<file path="config.mk">
export PLATFORM = sky130hd
export DESIGN_NAME = sreg_slave
export DESIGN_NICKNAME = d
export VERILOG_FILES = /design/src/rtl/sreg_slave_pkg.sv /design/src/rtl/sreg_slave_regfile.sv /design/src/rtl/sreg_slave.sv
export SDC_FILE = /design/constraint.sdc
export NUM_CORES = 1
export LEC_CHECK = 0
export ABC_AREA = 1
export CORE_ASPECT_RATIO = 1.1
export CORE_MARGIN = 4
export CORE_UTILIZATION = 35
export CTS_CLUSTER_SIZE = 30
export DETAILED_ROUTE_END_ITERATION = 6
export GPL_ROUTABILITY_DRIVEN = 1
export GPL_TIMING_DRIVEN = 0
export PLACE_DENSITY_LB_ADDON = 0.08
export SYNTH_ARGS = -nofsm -noshare
export SYNTH_HDL_FRONTEND = slang
export SYNTH_SLANG_ARGS = --single-unit
export TNS_END_PERCENT = 20
</file>
<file path="constraint.sdc">
create_clock -name CLK -period 4.67 [get_ports CLK]
set_input_delay 0.7005 -clock CLK [delete_from_list [all_inputs] [get_ports CLK]]
set_output_delay 0.7005 -clock CLK [all_outputs]
set_load 0.01 [all_outputs]
</file>
<file path="src/rtl/sreg_slave_pkg.sv">
// sreg_slave shared types: state encoding, RW codes, index width helper.
// Optional feature macro: SREG_SLAVE_PARITY_EN (adds a PAR bit after DATA).
package sreg_slave_pkg;

   typedef enum logic [2:0] {
      S_IDLE,
      S_ADDR,
      S_CTRL,
      S_RD,
      S_WR,
      S_SKIP
   } state_e;

   localparam logic RW_READ  = 1'b1;
   localparam logic RW_WRITE = 1'b0;

`ifdef SREG_SLAVE_PARITY_EN
   localparam int PAR_W = 1;
`else
   localparam int PAR_W = 0;
`endif

   function automatic int idx_width(input int nreg);
      return (nreg > 2) ? $clog2(nreg) : 1;
   endfunction

endpackage

</file>
<file path="src/rtl/sreg_slave_regfile.sv">
// sreg_slave register array: NREG x DATA_W, one write port,
// one combinational read port, cleared by async reset.
module sreg_slave_regfile #(
   parameter int NREG   = 4,
   parameter int DATA_W = 8,
   parameter int IDX_W  = 2
) (
   input  logic              clk_i,
   input  logic              rst_i,
   input  logic              we_i,
   input  logic [IDX_W-1:0]  waddr_i,
   input  logic [DATA_W-1:0] wdata_i,
   input  logic [IDX_W-1:0]  raddr_i,
   output logic [DATA_W-1:0] rdata_o
);

   logic [DATA_W-1:0] mem_q [NREG];

   // Register storage: clear on reset, single write per cycle
   always_ff @(posedge clk_i or posedge rst_i) begin
      if (rst_i) begin
         for (int i = 0; i < NREG; i++) begin
            mem_q[i] <= '0;
         end
      end else if (we_i) begin
         mem_q[waddr_i] <= wdata_i;
      end
   end

   assign rdata_o = (int'(raddr_i) < NREG) ? mem_q[raddr_i] : '0;

endmodule

</file>
<file path="src/rtl/sreg_slave.sv">
// sreg_slave: serial addressed register slave (ADDR, RW, IDX, DATA[, PAR]).
// Optional feature macro: SREG_SLAVE_PARITY_EN (PAR bit and PERR port).
module sreg_slave
   import sreg_slave_pkg::*;
#(
   parameter int ADDR_W = 8,
   parameter int DATA_W = 8,
   parameter int NREG   = 4
) (
   input  logic              CLK,
   input  logic              RST,
   input  logic              RX,
   input  logic              FS,
   input  logic [ADDR_W-1:0] ADDR_CFG,
   output logic              TX,
   output logic              TX_EN,
   output logic              WR_STB,
`ifdef SREG_SLAVE_PARITY_EN
   output logic              PERR,
`endif
   output logic              BUSY
);

   localparam int IDX_W = idx_width(NREG);
   localparam int CTL_W = IDX_W + 1;
   localparam int BODY  = DATA_W + PAR_W;
   localparam int F     = ADDR_W + CTL_W + BODY;
   localparam int CNT_W = $clog2(F);
   localparam int DQ_W  = DATA_W - 1 + PAR_W;
   localparam logic [IDX_W:0] NREG_V = (IDX_W + 1)'(NREG);

   state_e              state_q, state_d;
   logic [CNT_W-1:0]    cnt_q, cnt_d;
   logic [ADDR_W-2:0]   addr_q, addr_d;
   logic [CTL_W-2:0]    ctl_q, ctl_d;
   logic [DQ_W-1:0]     dat_q, dat_d;
   logic [DATA_W-1:0]   rd_q, rd_d;
   logic [IDX_W-1:0]    idx_q, idx_d;
   logic                tx_q, tx_d;
   logic                en_q, en_d;
   logic                stb_q, stb_d;
`ifdef SREG_SLAVE_PARITY_EN
   logic                perr_q, perr_d;
`endif

   logic [ADDR_W-1:0]   addr_full;
   logic [CTL_W-1:0]    ctl_full;
   logic [IDX_W-1:0]    idx_full;
   logic                rw_full;
   logic                idx_ok;
   logic [DATA_W-1:0]   dat_full;
   logic [DATA_W-1:0]   rdata;
   logic                par_rd;
   logic                we;
   logic [DATA_W-1:0]   wdata;

   // Fields completed by the bit arriving this cycle
   assign addr_full = {RX, addr_q};
   assign ctl_full  = {RX, ctl_q};
   assign idx_full  = ctl_full[CTL_W-1:1];
   assign rw_full   = ctl_full[0];
   assign idx_ok    = {1'b0, idx_full} < NREG_V;

`ifdef SREG_SLAVE_PARITY_EN
   assign dat_full = {RX, dat_q[DATA_W-1:1]};
   assign par_rd   = ^rdata;
`else
   assign dat_full = {RX, dat_q};
   assign par_rd   = 1'b0;
`endif

   sreg_slave_regfile #(
      .NREG   (NREG),
      .DATA_W (DATA_W),
      .IDX_W  (IDX_W)
   ) u_regfile (
      .clk_i   (CLK),
      .rst_i   (RST),
      .we_i    (we),
      .waddr_i (idx_q),
      .wdata_i (wdata),
      .raddr_i (idx_full),
      .rdata_o (rdata)
   );

   // Frame decoder: next state, shifters, read serializer, write commit
   always_comb begin
      state_d = state_q;
      cnt_d   = cnt_q - CNT_W'(1);
      addr_d  = addr_q;
      ctl_d   = ctl_q;
      dat_d   = dat_q;
      rd_d    = rd_q;
      idx_d   = idx_q;
      tx_d    = 1'b0;
      en_d    = 1'b0;
      stb_d   = 1'b0;
      we      = 1'b0;
      wdata   = dat_full;
`ifdef SREG_SLAVE_PARITY_EN
      perr_d  = 1'b0;
`endif
      if (FS) begin
         state_d = S_ADDR;
         cnt_d   = CNT_W'(ADDR_W - 2);
         addr_d  = addr_full[ADDR_W-1:1];
      end else begin
         unique case (state_q)
            S_IDLE: begin
               cnt_d = '0;
            end
            S_ADDR: begin
               addr_d = addr_full[ADDR_W-1:1];
               if (cnt_q == '0) begin
                  if (addr_full == ADDR_CFG) begin
                     state_d = S_CTRL;
                     cnt_d   = CNT_W'(IDX_W);
                  end else begin
                     state_d = S_SKIP;
                     cnt_d   = CNT_W'(F - ADDR_W - 1);
                  end
               end
            end
            S_CTRL: begin
               ctl_d = ctl_full[CTL_W-1:1];
               if (cnt_q == '0) begin
                  idx_d = idx_full;
                  cnt_d = CNT_W'(BODY - 1);
                  if (!idx_ok) begin
                     state_d = S_SKIP;
                  end else if (rw_full == RW_READ) begin
                     state_d = S_RD;
                     tx_d    = rdata[0];
                     en_d    = 1'b1;
                     rd_d    = {par_rd, rdata[DATA_W-1:1]};
                  end else begin
                     state_d = S_WR;
                  end
               end
            end
            S_RD: begin
               if (cnt_q == '0) begin
                  state_d = S_IDLE;
               end else begin
                  tx_d = rd_q[0];
                  en_d = 1'b1;
                  rd_d = rd_q >> 1;
               end
            end
            S_WR: begin
`ifdef SREG_SLAVE_PARITY_EN
               if (cnt_q == '0) begin
                  state_d = S_IDLE;
                  if (RX == ^dat_q) begin
                     we    = 1'b1;
                     wdata = dat_q;
                     stb_d = 1'b1;
                  end else begin
                     perr_d = 1'b1;
                  end
               end else begin
                  dat_d = dat_full;
               end
`else
               dat_d = dat_full[DATA_W-1:1];
               if (cnt_q == '0) begin
                  state_d = S_IDLE;
                  we      = 1'b1;
                  stb_d   = 1'b1;
               end
`endif
            end
            S_SKIP: begin
               if (cnt_q == '0) begin
                  state_d = S_IDLE;
               end
            end
            default: begin
               state_d = S_IDLE;
            end
         endcase
      end
   end

   // Frame state, shift registers and registered outputs
   always_ff @(posedge CLK or posedge RST) begin
      if (RST) begin
         state_q <= S_IDLE;
         cnt_q   <= '0;
         addr_q  <= '0;
         ctl_q   <= '0;
         dat_q   <= '0;
         rd_q    <= '0;
         idx_q   <= '0;
         tx_q    <= 1'b0;
         en_q    <= 1'b0;
         stb_q   <= 1'b0;
`ifdef SREG_SLAVE_PARITY_EN
         perr_q  <= 1'b0;
`endif
      end else begin
         state_q <= state_d;
         cnt_q   <= cnt_d;
         addr_q  <= addr_d;
         ctl_q   <= ctl_d;
         dat_q   <= dat_d;
         rd_q    <= rd_d;
         idx_q   <= idx_d;
         tx_q    <= tx_d;
         en_q    <= en_d;
         stb_q   <= stb_d;
`ifdef SREG_SLAVE_PARITY_EN
         perr_q  <= perr_d;
`endif
      end
   end

   assign TX     = tx_q;
   assign TX_EN  = en_q;
   assign WR_STB = stb_q;
   assign BUSY   = ~RST & (FS | (state_q != S_IDLE));
`ifdef SREG_SLAVE_PARITY_EN
   assign PERR   = perr_q;
`endif

endmodule
</file>
==> results of run 1 <==
worst paths after layout:
check | startpoint | end | slack [ns] | cells past startpoint
setup reg to reg | cnt_q[0] | rd_q[3] | 2.92 | 8
hold / removal | u_regfile.mem_q[9] | u_regfile.mem_q[9] | 0.48 | 2
setup / recovery | RST | BUSY | 2.16 | 3
max in group asynchronous | RST | u_regfile.mem_q[27] | 3.40 | 3
hold reg to reg | u_regfile.mem_q[9] | u_regfile.mem_q[9] | 0.48 | 2
min in group asynchronous | RST | TX | 0.73 | 2
worst register-to-register path, cell delays in order (launching register included):
cell and delay [ns]:
dfrtp_1 0.40, inv_1 0.06, ha_1 0.24, nand2_1 0.15, nor2_4 0.16, nand3_2 0.11, a21oi_4 0.23, buf_6 0.18
o21ai_0 0.09
through the flow:
step           hold slack, ns  std cells  worst slack, ns  instance area, sq um
6_report                0.484        538             2.16                  3870
2_1_floorplan           0.450        391             2.26                  3370
4_1_cts                 0.486        538             2.14                  3870
3_5_place_dp            0.469        523             1.95                  3680
5_1_grt                 0.496        538             2.05                  3870
3_3_place_gp            0.466        522            0.854                  3660
final cells by class:
class | count | share of cell area
Clock buffer | 14 | 0.0472
Timing Repair Buffer | 15 | 0.0414
Buffer | 14 | 0.0269
Clock inverter | 1 | 0.00129
Tap cell | 117 | 0.0379
Sequential cell | 68 | 0.440
Multi-Input combinational cell | 268 | 0.365
Inverter | 41 | 0.0405
synthesized netlist by cell type, types with 2 or more instances:
master    instances  area, sq um
a211oi_1          2         15.0
inv_1            38          143
o21ai_1          12         60.1
buf_1             2         7.51
a21oi_1          11         55.1
o21ai_0          32          160
buf_6             6         67.6
nand3_4           5         87.6
nor2_4            2         22.5
buf_2             5         25.0
nand3_1          21          105
nor2_2            2         12.5
nand2_1         127          477
dfrtp_1          68         1700
nand2_2           3         18.8
inv_2             2         7.51
xnor2_1           5         43.8
nor2_1           15         56.3
o21ai_2          22          193
flip-flops by register name (all words and copies together) (netlist names), 2 cells and up:
register / cells
addr_q: 7
cnt_q: 5
ctl_q: 2
dat_q: 7
idx_q: 2
rd_q: 7
state_q: 3
u_regfile.mem_q: 32
logic make-up after synthesis:
logic type / Yosys count
AO/OA/AOI/OAI: 82
buffers and inverters: 55
adder cells (fa/ha/maj): 1
flip-flops: 68
AND/OR/NAND/NOR: 180
XOR/XNOR: 5
routing by layer:
metal	up-vias	wire length, microns	track usage
li1	1305	-	-
met1	1232	3450	0.192
met2	38	3790	0.244
met3	12	260	0.0359
met4	0	129	0.0559
met5	-	0	0
cell usage in the layout, fill, tap and decap left out:
cell type        instances
a21oi_1                 11
nand2_1                127
a211oi_1                 2
nand3_4                  5
clkinv_2                 1
buf_1                    2
o21ai_0                 32
o21ai_1                 12
o21ai_2                 22
a21oi_4                  1
buf_2                    5
nand2_2                  3
nor3_1                   1
ha_1                     1
xnor2_1                  5
inv_4                    1
nor2_1                  15
a21boi_0                 1
inv_1                   37
nor2_2                   2
clkbuf_8                13
nand3b_4                 1
clkdlybuf4s50_1         14
dfrtp_1                 68
nor2_8                   1
nand4_1                  1
buf_12                   1
a31oi_1                  1
nand3_2                  1
clkbuf_1                 2
nand3_1                 21
buf_6                    6
nor2_4                   2
inv_2                    2
clkinv_1                 1
power breakdown:
group / switching [mW] / total (mW) / internal, mW
logic: 0.220 / 0.346 / 0.126
clock network: 0.221 / 0.469 / 0.248
registers: 0.0638 / 0.731 / 0.667
==> metrics.yaml, run 1 <==
worst_setup_path:
  critPathTopFamily: "buffers and inverters"
  cp_data_required_time_ns: 3.97
  cp_slowest_cell: "clkdlybuf4s50_1"
  crit_chain: "clkdlybuf4s50_1 > nor2_1 > clkdlybuf4s50_1"
  arrival_ns: 1.81
  cp_common_cell: "clkdlybuf4s50_1"
  crit_buf_inv: 2
  path_class: "in -> out"
  startpoint_type: "primary input"
  critPathMaxStageDelay_ns: 0.53
  crit_fanout: 2
  cp-end-kind: "primary output"
cells_and_area:
  postLayoutCoreUtil: 0.411
  area_delta_synth_final_pct: 14.7
  antenna_cells: 0
  final_nets: 430
  multi_input_area_sq_um: 1410
  layout-drive-gt1-share: 0.159
  fillers: 969
  register_area_sq_um: 1700
clock_tree:
  worst_skew_pair.late_latency_ns: 0.35
  cts_resized: 0
  postCtsSetupRepairBufs: 0
  cts.sinks: 68
  cts_tree: "yes"
  cts_buffer_depth: 2
  htree_levels: 3
  cts_inserted_buffers: 9
  cts_hold_buf: 0
  clockRootBuffer: "clkbuf_8"
  path_clk_slew_ns: 0.07
placed_design:
  routabilityCongestion: 0.784
  place_hpwl_mm: 5.41
  port_buffers: 14
power_and_ir_drop:
  ir_drop_uv: 136
  power_mw: 1.55
  p_per_area_nw_per_um2: 400
  p_leak_nw: 1.78
synth:
  synthDistinctLibCells: 30
  synth_compound_area_frac: 0.152
  syn_area_sq_um: 3370
  netlist_instances: 391
  synth_top_family_by_area: "simple AND/OR/NAND/NOR gates"
  synthSimpleGateAreaFrac: 0.250
  synth_edf_count: 0
  seq_area_frac_synth: 0.505
  yosys_warnings: 0
  ys_ff_latch: 68
  async_flop_share: 1.00
  syn_nets: 404
  muxShareOfSynthArea: 0
  synth_xor_area_frac: 0.0130
  yosys.area_share.adder: 0.00371
  syn_avg_cell_area_sq_um: 8.62
  ys.flop_type: "dfrtp_1"
grt:
  grt_pass1_wl_mm: 13.1
  grt_max_degree: 39
  grt_pass1_vias: 2569
  grt_overflow: 0
  gr-usage-all-layers: 0.150
  grt_antenna_before_repair: 0
route:
  drc: 0
  drt-initial-drc-count: 89
  dr_total_vias: 2587
  wl_per_cell_microns: 14.2
  vias_per_cell: 4.81
  ant_nets: 0
  drt-pass1-iter-count: 4
  wl_mm: 7.63
die:
  std_cell_rows: 37
  start_util: 0.359
  die_w_microns: 102
  io_pins: 16
  core_area_sq_um: 9400
  die-area_sq_um: 11300
  die_h_microns: 111
timing:
  worst_pin_slew_ns: 0.682
  finalMaxSlewViolations: 0
  hold_viol_final: 0
  rsz0062_at_grt: "no"
  fin_worst_skew_ns: 0.00646
  maxSlewHeadroom: 0.545
  max_freq_mhz: 398
  finalSetupViolations: 0
  period_needed_ns: 2.51
  fin_tns_setup_ns: 0
  period_share: 0.537
min_path:
  min_path_type: "reg -> reg"
job:
  max-cap-violations: 0
status:
  status: "finished, final reports clean"
No activity file was read; power rests on OpenSTA's default activity.
==> run 2, diff against run 1 <==
==> constraint.sdc (replaced) <==
create_clock -name CLK -period 2.4 [get_ports CLK]
set_input_delay 0.36 -clock CLK [delete_from_list [all_inputs] [get_ports CLK]]
set_output_delay 0.36 -clock CLK [all_outputs]
set_load 0.01 [all_outputs]
==> results of run 2 <==
Same layout as run 1 (identical final DEF). Status: finished, final reports clean.
Main changes from that run: setup slack after placement 1.95 ns -> 0.0198 ns; setup slack after layout 2.16 ns -> 0.247 ns; hold slack 0.484 ns -> 0.227 ns; start point of the critical path RST -> state_q[2]; register-to-register setup slack 2.92 ns -> 0.65 ns; end point of the worst hold path u_regfile.mem_q[9] -> TX; total power 1.55 mW -> 3.01 mW; worst IR drop on VDD 136 uV -> 264 uV
==> run 3, diff against run 2 <==
--- a/config.mk
+++ b/config.mk
@@ -7,13 +7,13 @@
 export LEC_CHECK = 0
 export ABC_AREA = 1
 export CORE_ASPECT_RATIO = 1.1
-export CORE_MARGIN = 4
 export CORE_UTILIZATION = 35
 export CTS_CLUSTER_SIZE = 30
 export DETAILED_ROUTE_END_ITERATION = 6
 export GPL_ROUTABILITY_DRIVEN = 1
 export GPL_TIMING_DRIVEN = 0
 export PLACE_DENSITY_LB_ADDON = 0.08
+export SKIP_CTS_REPAIR_TIMING = 1
 export SYNTH_ARGS = -nofsm -noshare
 export SYNTH_HDL_FRONTEND = slang
 export SYNTH_SLANG_ARGS = --single-unit
==> run 3 against run 2 <==
Combinational power grew 1%. Clock power rose by 16%. Routed wire length shrank 1.5%. Fmax rose by 1.1%. Critical path depth did not move. Power increased by 5.0%. Core utilization grew 0.31 points. Worst hold slack better by 0.0021 ns. Sequential cell count did not move. Clock skew increased by 0.0053 ns. Setup slack better by 0.024 ns. Sequential power about the same.
==> metrics.yaml, run 3 (same netlist as run 1, synthesis figures left out) <==
power_and_ir_drop:
  power_mw: 3.16
  p_per_area_nw_per_um2: 815
  p_leak_nw: 1.78  # about the same
  ir_drop_uv: 360
worst_setup_path:
  startpoint_type: "flip-flop"
  crit_fanout: 6
  cp-end-kind: "primary output"
  cp_data_required_time_ns: 2.04
  arrival_ns: 1.77
  path_class: "reg -> out"
  rrSetupSlack_ns: 0.60
route:
  wl_per_cell_microns: 14.0  # -1.5%
  drc: 0  # unchanged
  m1WireLength_mm: 3.52  # +2.0%
  ant_nets: 0  # unchanged
  drt-initial-drc-count: 130  # +46%
  drt-pass1-iter-count: 4  # unchanged
  wl_met3_microns: 186  # -28%
  vias_per_cell: 4.74  # -1.4%
  dr_wl_met2_mm: 3.61  # -4.6%
  dr_total_vias: 2552  # -1.4%
  wl_mm: 7.51  # -1.5%
  highest_layer: "met4"
timing:
  hold_viol_final: 0  # unchanged
  setup_slack_ns: 0.271
  holdWs_ns: 0.229
  period_share: 0.887
  rsz0062_at_grt: "no"
  finalSetupViolations: 0  # unchanged
  period_needed_ns: 2.13
  fin_worst_skew_ns: 0.0118  # +0.00533 ns
  worst_pin_slew_ns: 0.873  # +0.191 ns
  finalMaxSlewViolations: 0  # unchanged
  fin_tns_setup_ns: 0  # unchanged
  maxSlewHeadroom: 0.418  # -0.127
  max_freq_mhz: 470
cells_and_area:
  final_common_cell: "nand2_1"
  final_nets: 429  # -0.23%
  largest_register_ffs: 32  # unchanged
  area_delta_synth_final_pct: 15.0
  fillers: 953  # -1.7%
  design_area_sq_um: 3880  # +0.26%
  final_cell_mix: "nand2_1 (127), dfrtp_1 (68), inv_1 (37)"
  layout-drive-gt1-share: 0.157  # -0.00238
  regMostFlops: "u_regfile.mem_q"
  fin_cells: 538  # unchanged
  antenna_cells: 0  # unchanged
  postLayoutCoreUtil: 0.415  # +0.00311
clock_tree:
  worst_skew_pair.late_latency_ns: 0.35  # about the same
  htree_levels: 3  # unchanged
  cts.sinks: 68  # unchanged
  cts_buffer_depth: 2  # unchanged
  path_clk_slew_ns: 0.08  # about the same
  cts_tree: "yes"
  cts_inserted_buffers: 9  # unchanged
  clockRootBuffer: "clkbuf_8"
grt:
  grt_pass1_vias: 2516  # -2.1%
  grt_pass1_wl_mm: 12.4  # -5.2%
  grt_overflow: 0  # unchanged
  grt_antenna_before_repair: 0  # unchanged
  gr-usage-all-layers: 0.167  # +0.0171
  grt_max_degree: 69  # +77%
die:
  die_h_microns: 105  # -5.4%
  die_w_microns: 95.6  # -5.9%
  die-area_sq_um: 10000  # -11%
  io_pins: 16  # unchanged
  start_util: 0.360  # +0.00177
  std_cell_rows: 37  # unchanged
  core_area_sq_um: 9350  # -0.49%
min_path:
  min_path_type: "in -> reg"
status:
  status: "finished, final reports clean"
placed_design:
  numPlacedInstances: 522  # -0.19%
  routabilityCongestion: 0.810  # +3.3%
  port_buffers: 14  # unchanged
  placed_area_sq_um: 3660  # -0.54%
  place_hpwl_mm: 5.21  # -3.7%
  place_ws_ns: 0.0786
job:
  max-cap-violations: 0  # unchanged
==> run 3: cell types whose count changed in the layout (fill, tap and decap cells not counted), sizes merged <==
cell,delta
buf,-1
clkbuf,-2
clkinvlp,+1
bufinv,+2
==> run 3: power by group <==
part,total [mW],internal [mW],switching [mW],leakage [nW]
Combinational,0.683,0.243,0.440,0.776
Clock,1.06,0.613,0.444,0.107
Sequential,1.42,1.30,0.123,0.895
Total,3.16,2.15,1.01,1.78
==> run 3: area by class of cell <==
cell class | instances | area, sq um | area share
Clock inverter | 4 | 72.6 | 0.0187
Buffer | 14 | 104 | 0.0268
Multi-Input combinational cell | 268 | 1410 | 0.364
Tap cell | 117 | 146 | 0.0378
Clock buffer | 12 | 145 | 0.0374
Timing Repair Buffer | 14 | 140 | 0.0362
Inverter | 41 | 156 | 0.0403
Sequential cell | 68 | 1700 | 0.439
==> run 3: metal layers <==
layer	vias up	GRT usage
met3	18	0.0262
met2	29	0.267
met1	1196	0.217
met5	-	0
met4	0	0.0832
li1	1309	-
==> run 3: path summary, 6_finish.rpt <==
path,depth (start not counted),end,start
min in group asynchronous,2,addr_q[1],RST
hold / removal,2,TX,FS
setup reg to reg,9,rd_q[0],ctl_q[1]
hold reg to reg,2,u_regfile.mem_q[7],u_regfile.mem_q[7]
setup / recovery,5,BUSY,state_q[2]
max in group asynchronous,2,dat_q[5],RST
==> run 3: worst max-delay path: stages, from the launching register on <==
cell             delay [ns]
dfrtp_1                0.47
nor2_1                 0.23
nand2_1                0.12
inv_1                  0.10
nor2_1                 0.04
clkdlybuf4s50_1        0.47
